[src/rtl/lsu_seq.sv]
// lsu_seq: multi-cycle load/store sequencer between the RV32 datapath and a req/ack data bus.
// Define LSU_MISALIGN_SPLIT_EN to split word-crossing accesses in two; otherwise they are rejected via o_misalign.
module lsu_seq (
    input  logic        i_clk,
    input  logic        i_rst_n,
    input  logic        i_req,
    input  logic [1:0]  i_mem_op,
    input  logic [1:0]  i_data_type,
    input  logic        i_unsigned,
    input  logic [31:0] i_addr,
    input  logic [31:0] i_wdata,
    output logic        o_stall,
    output logic        o_done,
    output logic [31:0] o_rdata,
    output logic        o_misalign,
    output logic        o_bus_req,
    output logic        o_bus_we,
    output logic [31:0] o_bus_addr,
    output logic [31:0] o_bus_wdata,
    output logic [3:0]  o_bus_be,
    input  logic        i_bus_ack,
    input  logic [31:0] i_bus_rdata
);

    localparam logic [1:0] OP_LOAD  = 2'b10;
    localparam logic [1:0] OP_STORE = 2'b01;
    localparam logic [1:0] DT_BYTE  = 2'b10;
    localparam logic [1:0] DT_HALF  = 2'b01;

`ifdef LSU_MISALIGN_SPLIT_EN
    typedef enum logic [1:0] {IDLE = 2'd0, ACC0 = 2'd1, ACC1 = 2'd2, DONE = 2'd3} state_t;
`else
    typedef enum logic [1:0] {IDLE = 2'd0, ACC0 = 2'd1, DONE = 2'd3} state_t;
`endif

    state_t      r_state;
    state_t      w_next_state;

    logic        r_is_load;
    logic [1:0]  r_type;
    logic        r_unsigned;
    logic [1:0]  r_off;
    logic        r_misalign;
    logic [31:0] r_buf0;

    logic        r_bus_req;
    logic        r_bus_we;
    logic [31:0] r_bus_addr;
    logic [31:0] r_bus_wdata;
    logic [3:0]  r_bus_be;

    logic [1:0]  w_in_off;
    logic [3:0]  w_in_mask;
    logic        w_in_noop;
    logic        w_in_mis;
    logic        w_in_bus;
    logic [3:0]  w_in_be_lo;
    logic [31:0] w_in_wd_lo;
    logic        w_accept;
    logic        w_ack;
    logic [31:0] w_load_word;
    logic        w_done;

    function automatic logic [31:0] f_lanes(input logic [3:0] be);
        return {{8{be[3]}}, {8{be[2]}}, {8{be[1]}}, {8{be[0]}}};
    endfunction

    assign w_in_off  = i_addr[1:0];
    assign w_in_noop = (i_mem_op == 2'b00) || (i_mem_op == 2'b11);
    assign w_accept  = (r_state == IDLE) && i_req;
    assign w_ack     = r_bus_req && i_bus_ack;

    always_comb begin
        w_in_mask = 4'b1111;
        case (i_data_type)
            DT_BYTE: w_in_mask = 4'b0001;
            DT_HALF: w_in_mask = 4'b0011;
            default: w_in_mask = 4'b1111;
        endcase
    end

    // The size mask shifted by the byte offset gives both the byte enables and the data lanes.
    assign w_in_be_lo = 4'({4'b0000, w_in_mask} << w_in_off);
    assign w_in_wd_lo = (i_wdata << {w_in_off, 3'b000}) & f_lanes(w_in_be_lo);

`ifdef LSU_MISALIGN_SPLIT_EN
    logic        r_split;
    logic [3:0]  r_be_hi;
    logic [31:0] r_wd_hi;
    logic [31:0] r_buf1;
    logic [3:0]  w_in_be_hi;
    logic [31:0] w_in_wd_hi;

    assign w_in_be_hi  = 4'(({4'b0000, w_in_mask} << w_in_off) >> 4);
    assign w_in_wd_hi  = 32'(({32'd0, i_wdata} << {w_in_off, 3'b000}) >> 32) & f_lanes(w_in_be_hi);
    assign w_in_mis    = 1'b0;
    assign w_load_word = 32'({r_buf1, r_buf0} >> {r_off, 3'b000});
`else
    assign w_in_mis    = ~w_in_noop &
                         (((i_data_type == DT_HALF) && i_addr[0]) ||
                          ((i_data_type != DT_BYTE) && (i_data_type != DT_HALF) && (w_in_off != 2'b00)));
    assign w_load_word = r_buf0 >> {r_off, 3'b000};
`endif

    assign w_in_bus = ~w_in_noop & ~w_in_mis;

    always_ff @(posedge i_clk or negedge i_rst_n) begin
        if (!i_rst_n) begin
            r_state <= IDLE;
        end else begin
            r_state <= w_next_state;
        end
    end

    always_comb begin
        w_next_state = r_state;
        case (r_state)
            IDLE: begin
                if (i_req) begin
                    w_next_state = w_in_bus ? ACC0 : DONE;
                end
            end
            ACC0: begin
                if (w_ack) begin
`ifdef LSU_MISALIGN_SPLIT_EN
                    w_next_state = r_split ? ACC1 : DONE;
`else
                    w_next_state = DONE;
`endif
                end
            end
`ifdef LSU_MISALIGN_SPLIT_EN
            ACC1: begin
                if (w_ack) begin
                    w_next_state = DONE;
                end
            end
`endif
            DONE:    w_next_state = IDLE;
            default: w_next_state = IDLE;
        endcase
    end

    always_comb begin
        w_done     = (r_state == DONE);
        o_misalign = w_done & r_misalign;
        o_rdata    = 32'd0;
        if (w_done && r_is_load && !r_misalign) begin
            case (r_type)
                DT_BYTE: o_rdata = {{24{~r_unsigned & w_load_word[7]}}, w_load_word[7:0]};
                DT_HALF: o_rdata = {{16{~r_unsigned & w_load_word[15]}}, w_load_word[15:0]};
                default: o_rdata = w_load_word;
            endcase
        end
    end

    assign o_done  = w_done;
    assign o_stall = i_req & ~w_done;

    // Request attributes are captured once at acceptance; later input changes are ignored.
    always_ff @(posedge i_clk or negedge i_rst_n) begin
        if (!i_rst_n) begin
            r_is_load  <= 1'b0;
            r_type     <= 2'b00;
            r_unsigned <= 1'b0;
            r_off      <= 2'b00;
            r_misalign <= 1'b0;
            r_buf0     <= 32'd0;
`ifdef LSU_MISALIGN_SPLIT_EN
            r_split    <= 1'b0;
            r_be_hi    <= 4'd0;
            r_wd_hi    <= 32'd0;
            r_buf1     <= 32'd0;
`endif
        end else begin
            if (w_accept) begin
                r_is_load  <= (i_mem_op == OP_LOAD);
                r_type     <= i_data_type;
                r_unsigned <= i_unsigned;
                r_off      <= w_in_off;
                r_misalign <= w_in_mis;
`ifdef LSU_MISALIGN_SPLIT_EN
                r_split    <= |w_in_be_hi;
                r_be_hi    <= w_in_be_hi;
                r_wd_hi    <= w_in_wd_hi;
`endif
            end
            if ((r_state == ACC0) && w_ack) begin
                r_buf0 <= i_bus_rdata;
            end
`ifdef LSU_MISALIGN_SPLIT_EN
            if ((r_state == ACC1) && w_ack) begin
                r_buf1 <= i_bus_rdata;
            end
`endif
        end
    end

    // Bus outputs are registered and only move on acceptance or on a sampled ack.
    always_ff @(posedge i_clk or negedge i_rst_n) begin
        if (!i_rst_n) begin
            r_bus_req   <= 1'b0;
            r_bus_we    <= 1'b0;
            r_bus_addr  <= 32'd0;
            r_bus_wdata <= 32'd0;
            r_bus_be    <= 4'd0;
        end else begin
            case (r_state)
                IDLE: begin
                    if (i_req && w_in_bus) begin
                        r_bus_req   <= 1'b1;
                        r_bus_we    <= (i_mem_op == OP_STORE);
                        r_bus_addr  <= {i_addr[31:2], 2'b00};
                        r_bus_wdata <= w_in_wd_lo;
                        r_bus_be    <= w_in_be_lo;
                    end
                end
                ACC0: begin
                    if (w_ack) begin
`ifdef LSU_MISALIGN_SPLIT_EN
                        if (r_split) begin
                            r_bus_addr  <= r_bus_addr + 32'd4;
                            r_bus_wdata <= r_wd_hi;
                            r_bus_be    <= r_be_hi;
                        end else begin
                            r_bus_req   <= 1'b0;
                            r_bus_we    <= 1'b0;
                            r_bus_addr  <= 32'd0;
                            r_bus_wdata <= 32'd0;
                            r_bus_be    <= 4'd0;
                        end
`else
                        r_bus_req   <= 1'b0;
                        r_bus_we    <= 1'b0;
                        r_bus_addr  <= 32'd0;
                        r_bus_wdata <= 32'd0;
                        r_bus_be    <= 4'd0;
`endif
                    end
                end
`ifdef LSU_MISALIGN_SPLIT_EN
                ACC1: begin
                    if (w_ack) begin
                        r_bus_req   <= 1'b0;
                        r_bus_we    <= 1'b0;
                        r_bus_addr  <= 32'd0;
                        r_bus_wdata <= 32'd0;
                        r_bus_be    <= 4'd0;
                    end
                end
`endif
                default: begin
                    r_bus_req <= 1'b0;
                end
            endcase
        end
    end

    assign o_bus_req   = r_bus_req;
    assign o_bus_we    = r_bus_we;
    assign o_bus_addr  = r_bus_addr;
    assign o_bus_wdata = r_bus_wdata;
    assign o_bus_be    = r_bus_be;

endmodule

[config.mk]
export PLATFORM = sky130hd
export DESIGN_NAME = lsu_seq
export DESIGN_NICKNAME = d
export VERILOG_FILES = /design/src/rtl/lsu_seq.sv
export SDC_FILE = /design/constraint.sdc
export NUM_CORES = 1
export LEC_CHECK = 0
export ABC_AREA = 1
export CAP_MARGIN = 40
export CORE_MARGIN = 3
export CORE_UTILIZATION = 41
export DETAILED_ROUTE_END_ITERATION = 10
export HOLD_SLACK_MARGIN = 0.1
export PLACE_DENSITY_LB_ADDON = 0.05
export RECOVER_POWER = 50
export SLEW_MARGIN = 0
export SYNTH_ARGS = -nofsm -noshare
export SYNTH_HDL_FRONTEND = slang
export SYNTH_SLANG_ARGS = --single-unit
[constraint.sdc]
create_clock -name i_clk -period 1.9 [get_ports i_clk]
set_input_delay 0.38 -clock i_clk [delete_from_list [all_inputs] [get_ports i_clk]]
set_output_delay 0.38 -clock i_clk [all_outputs]
set_load 0.02 [all_outputs]
* Yosys cells after proc, flatten, opt, wreduce, memory -nomap -nowiden
Cells that the tools add are included.
Operators by class: reduce and logical (&&, ||, !) cells 19, equality and inequality tests 14, mux-type cells 20, shifts and indexed selects 3, bitwise operators 11
Operator list (number):
- case mux 32 bit (2 select lines) | 3
- 2-to-1 mux 32 bit | 4
- AND 32 bit | 1
- left shift 32 x 5 -> 32 bit | 1
- >> shifter 32 x 5 -> 32 bit | 1
- case mux 4 bit (2 select lines) | 2
- == test 2 bit (second input constant) | 5
- logical AND 1 bit | 9
- == test 2 x 1 -> 1 bit (second input constant) | 4
- 2-to-1 mux 4 bit | 2
- AND 1 bit | 6
- 2-to-1 mux 2 bit | 3
- inequality test 2 bit (second input constant) | 3
- logical NOT 2 bit | 2
- inequality test 2 x 1 -> 1 bit (second input constant) | 2
- NOT 1 bit | 4
- case mux 1 bit (2 select lines) | 2
- case mux 2 bit (2 select lines) | 1
- AND reduction 2 bit | 2
- nonzero test 2 bit | 2
- left shift 4 x 2 -> 4 bit | 1
- 2-to-1 mux 1 bit | 3
- AND reduction 3 bit | 1
- logical OR 1 bit | 2
- logical NOT 1 bit | 1
Word-level totals: word-level logic and storage cells 79, flip-flop bits (word level) 111, output and inout port bits 105, input port bits 105

* Depth between registers and ports, before layout
Gate-level depths: netlist of the first run.
depth after elaboration 10, gate-level depth with buffers 12

* Least setup slack after synthesis of the first run
No wires, ideal clock.
path type reg2out, from register r_type[0], to output o_rdata[10], required time 1520 ps, arrival time 1780 ps, cell stages (with the launch flop) 8, path slack -260 ps, cell sequence dfrtp_1 inv_1 ha_1 buf_2 inv_1 clkbuf_1 nand4_1 a21oi_1
Between the ends: longest elaborated chain between the ends 3, elaborated cells on any way between the ends 4, classes of those cells eq/ne (2); mux (2)
RTL lines:
- from (decl) | RTL line 40 | logic [1:0] r_type;
- from (signal assigned) | RTL line 178 | r_type <= i_data_type;
- == test 2 x 1 -> 1 bit / == test 2 bit (equally long branches) | RTL line 149 | case (r_type)
- case mux 32 bit (2 select lines) (*) | RTL line 149
- 2-to-1 mux 32 bit (*) | RTL line 148 | if (w_done && r_is_load && !r_misalign) begin
- to (decl) | RTL line 14 | output logic [31:0] o_rdata,
Every way passes the cells marked *; elsewhere a longest branch is shown, timed or not.

* Worst setup path after layout of the first run
from register r_off[0], to output o_rdata[26]
Between the ends: longest elaborated chain between the ends 4, elaborated cells on any way between the ends 5, classes of those cells shift (1); mux (2); bitwise (2)
RTL lines:
- from (decl) | RTL line 42 | logic [1:0] r_off;
- from (signal assigned) | RTL line 180 | r_off <= w_in_off;
- >> shifter 32 x 5 -> 32 bit (*) | RTL line 102 | assign w_load_word = r_buf0 >> {r_off, 3'b000};
- AND 1 bit (on tied branches) | RTL line 151, 150
- case mux 32 bit (2 select lines) (*) | RTL line 149
- 2-to-1 mux 32 bit (*) | RTL line 148
Marked as above.

==> flow_metrics.py, run 1 <==
metrics = {
    "worst_setup_path": {
        "endpoint_kind": "output pin",
        "cpPeakStageDelay_ns": 0.49,
        "path_cells": "nand2_1, nand3_2, nand3_2, nand2_2, nor2_4, buf_12, nor2_4, buf_6",
        "arrival_ns": 1.90,
        "cp_slowest_cell": "dfrtp_2",
        "worst-setup-path-type": "register to output pin",
        "cp_max_fo": 8,
        "startpoint_type": "register",
        "rrSetupSlack_ns": 0.07,
        "required_ns": 1.52,
    },
    "die": {
        "die_height_microns": 126,
        "die_w_microns": 126,
        "io_pins": 210,
        "die_area_sq_um": 15800,
        "initial_core_util": 0.422,
        "rows": 43,
        "core_area_sq_um": 13900,
    },
    "synthesis": {
        "synth_ff_type": "dfrtp_1",
        "yosys-top-cells-count": "nand2_1 (298), o21ai_0 (110), dfrtp_1 (109)",
        "synth_area_leaders": "dfrtp_1 (46%), nand2_1 (19%), o21ai_0 (9.4%)",
        "synth_edf_count": 0,
        "synth_warnings": 0,
        "yosysTopAreaCell": "dfrtp_1",
        "seq_area_frac_synth": 0.463,
        "syn_avg_cell_area_sq_um": 7.24,
        "async_reset_ff_frac": 1.00,
        "synthCells": 813,
        "synth.most_common_cell": "nand2_1",
        "ys_ff_latch": 109,
        "netlist_area_sq_um": 5890,
        "ys_types": 28,
        "synth_top_cell_area_share": 0.463,
    },
    "clock_network": {
        "htreeDepth": 3,
        "cts.clk_slew.worst_paths_ns": 0.07,
        "numClockSinks": 109,
        "cts_hold_buffers": 0,
        "clockBufferDepth": 2,
        "tritoncts": "built",
        "cts_inserted_buffers": 9,
        "cts_root_buffer": "clkbuf_16",
        "clkLatencyLatePin_ns": 0.36,
    },
    "grt": {
        "grt-ovfl-total": 0,
        "grt_max_degree": 110,
        "grt_pass1_wl_microns": 29100,
        "grt_usage": 0.225,
        "grt_pass1_vias": 5767,
        "antenna_found_initial": 1,
    },
    "route": {
        "wl_microns": 18700,
        "drt_first_pass_iters": 6,
        "drc": 0,
        "ant_nets": 0,
        "wl_per_cell_microns": 14.9,
        "vias": 6212,
        "drtIter0Drc": 476,
        "viasPerCell": 4.95,
    },
    "finish": {
        "area_growth_pct": 61.6,
        "layout-drive-gt1-share": 0.202,
        "final_cells": 1255,
        "nNetsFinal": 1181,
        "fill_cells": 1206,
        "antenna_cells": 0,
        "finalInstanceArea_sq_um": 9510,
    },
    "run_status": {
        "violations": "setup timing",
        "outcome": "finished, violations left",
    },
    "power": {
        "p_leak_nw": 4.57,
        "ir_worst_vdd_mv": 0.904,
        "pwr_density_cell_nw_per_um2": 1550,
        "finalPower_w": 0.0147,
    },
    "job": {
        "cap_violations": 0,
    },
    "timing": {
        "fmax_mhz": 438,
        "max_slew_margin": 0.0106,
        "finalHoldViolCount": 0,
        "finClkSkew_ns": 0.00952,
        "setup_viol": 31,
        "slew_violations": 0,
        "tightestPinTransition_ns": 1.48,
        "fin_ws_ns": -0.381,
        "final.min_clock_period_ns": 2.28,
        "rsz0062_at_grt": "yes",
        "finalCritPeriodShare": 1.20,
    },
    "place": {
        "gp_congestion": 0.899,
        "dp_hpwl_microns": 12800,
        "dp_cells": 1216,
        "postPlaceCellArea_sq_um": 8590,
        "io_buffers": 207,
    },
    "min_path": {
        "min_path_type": "primary input to register",
    },
}
[layout by cell type, fill, tap and decap left out, types with 3 or more instances in the layout]
master,count
nand2_1,292
clkdlybuf4s50_1,170
dfrtp_1,108
o21ai_0,90
buf_4,69
inv_1,57
buf_6,36
nand4_1,32
nand3_1,26
nor2_1,25
a21oi_1,19
nor2_4,16
o21ai_1,13
clkbuf_16,13
nand3_2,9
o21ai_2,8
buf_12,8
nor3_1,7
nand2_2,7
a31oi_1,7
inv_2,5
a21oi_2,5
inv_4,4
a21oi_4,4
o21ai_4,4
ha_1,4
clkbuf_4,4
buf_2,3
buf_8,3
[registers in the layout (all words and copies together), names as in the netlist]
register / cells
r_unsigned: 1
o_bus_wdata: 32
r_is_load: 1
o_bus_addr: 30
o_bus_we: 1
r_off: 2
r_buf0: 32
o_bus_be: 4
r_state: 2
r_misalign: 1
r_type: 2
o_bus_req: 1
[report_power, final]
| group | leakage, nW | switching [W] | internal (W) |
|---|---|---|---|
| Clock | 0.152 | 0.000904 | 0.00104 |
| Sequential | 1.39 | 0.000656 | 0.00334 |
| Combinational | 3.03 | 0.00480 | 0.00397 |
| Total | 4.57 | 0.00636 | 0.00835 |
[cell type report]
type	count	area (sq um)	share of cell area
clock buffers	9	225	0.0237
clock inverters	7	81.3	0.00855
inverters	66	258	0.0271
multi-input cells	582	2980	0.313
flip-flops and latches	109	2730	0.287
well taps	180	225	0.0237
repair buffers	302	3010	0.317
[critical path: cells and delay by family (launching register included)]
kind	cells	cell delay, ns
DFF	1	0.49
and+or+nand+nor	6	0.72
buffers and inverters	2	0.33
[per-stage QoR]
| stage | setup slack [ns] | setup TNS (ns) | hold WS, ns | utilization |
|---|---|---|---|---|
| after floorplan | -0.197 | -1.69 | 0.0844 | - |
| after global placement | -0.559 | -28.09 | 0.458 | 0.617 |
| after detailed placement | -0.605 | -29.49 | 0.461 | 0.617 |
| after CTS | -0.330 | -8.25 | 0.124 | 0.643 |
| after global routing | -0.444 | -15.79 | 0.490 | 0.683 |
| final | -0.381 | -9.23 | 0.444 | 0.683 |
[path summary, 6_finish.rpt]
kind / cells after the start / startpoint / endpoint
worst max-delay path: 8 / r_off[0] / o_rdata[26]
worst min-delay path: 4 / i_data_type[0] / r_type[0]
worst max register to register: 8 / r_state[1] / o_bus_wdata[0]
worst min register to register: 2 / o_bus_be[1] / o_bus_be[1]
max in group asynchronous: 2 / i_rst_n / r_off[0]
min in group asynchronous: 2 / i_rst_n / r_buf0[5]
[kinds of logic (layout without fill, tap and decap cells)]
group / count (synthesis) / count (layout) / share of synthesized area
fa+ha+maj: 6 / 6 / 0.0128
compound gates: 152 / 152 / 0.133
flops: 109 / 109 / 0.463
buf+inv: 123 / 384 / 0.0921
simple gates: 422 / 422 / 0.298
other cells: 1 / 2 / 0.000637
[per-layer routing]
metal	global-route usage	vias to the layer above	wire [microns]
met5	0	-	13
met4	0.0543	2	359
met3	0.0772	28	1530
met2	0.364	235	9200
met1	0.294	2815	7610
li1	-	3132	-
[timing repair]
action                                  CTS  global route
resized for setup                       203           107
gates cloned                              1             5
endpoints found under the setup margin   35            46
pin swaps                                 6            11
setup buffers                             3            18
Power figures use the tool's default switching activity.
==> inputs of run 2 (changes only) <==
MAX_ROUTING_LAYER = met4   (was not set)
==> flow_metrics.py, run 2 (synthesis gave the netlist of run 1 again) <==
metrics = {
    "run_status": {
        "outcome": "finished, violations left",
        "violations": "setup timing",
    },
    "grt": {
        "grt_max_degree": 110,
        "grt_pass1_vias": 5775,
        "grt_usage": 0.232,
        "grt_pass1_wl_microns": 29000,
        "grt-ovfl-total": 0,
        "antenna_found_initial": 1,
    },
    "finish": {
        "layout_commonest_cell": "nand2_1",
        "layout_common_cells": "nand2_1 (292), clkdlybuf4s50_1 (170), dfrtp_1 (108)",
        "post-route-util": 0.683,
        "layout-drive-gt1-share": 0.202,
        "area_growth_pct": 61.7,
        "finalInstanceArea_sq_um": 9520,
        "nNetsFinal": 1181,
    },
    "route": {
        "drc": 0,
        "vias": 6207,
        "viasPerCell": 4.94,
        "ant_nets": 0,
        "wl_microns": 18700,
        "drt_first_pass_iters": 5,
        "drtIter0Drc": 471,
        "wl_per_cell_microns": 14.9,
    },
    "worst_setup_path": {
        "startpoint_type": "register",
        "endpoint_kind": "output pin",
        "arrival_ns": 1.91,
        "ff2ff_path_depth": 7,
        "cp_max_fo": 8,
        "required_ns": 1.52,
        "rrSetupSlack_ns": 0.06,
        "worst-setup-path-type": "register to output pin",
    },
    "timing": {
        "rsz0062_at_grt": "yes",
        "setup_viol": 31,
        "finalHoldViolCount": 0,
        "final.min_clock_period_ns": 2.29,
        "max_slew_margin": 0.00401,
        "slew_violations": 0,
        "fmax_mhz": 437,
        "fin_ws_ns": -0.389,
        "finalCritPeriodShare": 1.20,
        "tightestPinTransition_ns": 1.49,
        "finClkSkew_ns": 0.00939,
        "fin_tns_setup_ns": -9.39,
    },
    "clock_network": {
        "tritoncts": "built",
        "cts_hold_buffers": 0,
        "cts_inserted_buffers": 9,
        "cts.clk_slew.worst_paths_ns": 0.07,
        "clockBufferDepth": 2,
        "htreeDepth": 3,
        "clkLatencyLatePin_ns": 0.36,
        "numClockSinks": 109,
        "cts_root_buffer": "clkbuf_16",
    },
    "job": {
        "cap_violations": 0,
    },
    "die": {
        "io_pins": 210,
        "initial_core_util": 0.422,
        "die_area_sq_um": 15800,
        "die_height_microns": 126,
        "rows": 43,
        "die_w_microns": 126,
        "core_area_sq_um": 13900,
    },
    "power": {
        "pwr_density_cell_nw_per_um2": 1550,
        "ir_worst_vdd_mv": 0.905,
        "finalPower_w": 0.0147,
        "p_leak_nw": 4.57,
    },
    "place": {
        "postPlaceCellArea_sq_um": 8590,
        "dp_hpwl_microns": 12800,
        "gp_congestion": 0.915,
        "io_buffers": 207,
    },
    "min_path": {
        "worstHoldPathCells": 4,
        "min_path_type": "primary input to register",
    },
}
==> run 2: cell types whose count changed in the layout (fill, tap and decap cells not counted) <==
| cell | delta |
|---|---|
| diode_2 | +1 |
==> run 2: layout make-up <==
cell class              count  area [sq um]
fillers                  1206          4420
repair buffers            302          3010
multi-input cells         582          2980
flip-flops and latches    109          2730
inverters                  66           258
clock buffers               9           225
well taps                 180           225
clock inverters             7          81.3
diodes                      1          2.50
==> run 2: final timing paths <==
path,from,end
max,r_off[0],o_rdata[26]
min,i_data_type[0],r_type[0]
max reg2reg,r_state[1],o_bus_wdata[0]
min reg2reg,o_bus_be[1],o_bus_be[1]
max in group asynchronous,i_rst_n,r_off[0]
min in group asynchronous,i_rst_n,r_buf0[5]
==> run 2: metrics by stage <==
step / setup slack (ns) / hold slack (ns) / std cells
global route: -0.451 / 0.490 / 1256
floorplan: -0.197 / 0.0844 / 814
global placement: -0.559 / 0.458 / 1216
finish: -0.389 / 0.441 / 1256
detailed placement: -0.605 / 0.461 / 1216
CTS: -0.330 / 0.124 / 1236
==> run 2: layer usage <==
metal  track usage  share of wire  routed length, microns
met1         0.297           0.41                    7730
met2         0.365           0.49                    9140
met3        0.0696          0.076                    1410
met4        0.0543          0.022                     407
met5             -              0                       0
==> run 2: timing repair <==
action | CTS | global route
setup endpoints to repair | 35 | 46
pin swaps | 6 | 11
gates resized for setup | 203 | 107
buffers inserted | 3 | 18
cloned | 1 | 5
==> run 2: critical path, cell delays in order, from the launching register on <==
cell     delay (ns)
dfrtp_2        0.49
nand2_1        0.14
nand3_2        0.13
nand3_2        0.10
nand2_2        0.07
nor2_4         0.25
buf_12         0.20
nor2_4         0.04
buf_6          0.13
==> run 2: report_power, final <==
part           leakage (nW)  total, W  internal, W  switching, W
Clock                 0.152   0.00196      0.00104      0.000913
Sequential             1.39   0.00399      0.00334      0.000648
Combinational          3.03   0.00878      0.00397       0.00481
Total                  4.57    0.0147      0.00835       0.00638
==> inputs of run 3 (changes only) <==
SLEW_MARGIN = not set   (was 0)
==> results of run 3 <==
No change in the layout: final DEF, timing and power equal those of run 2.
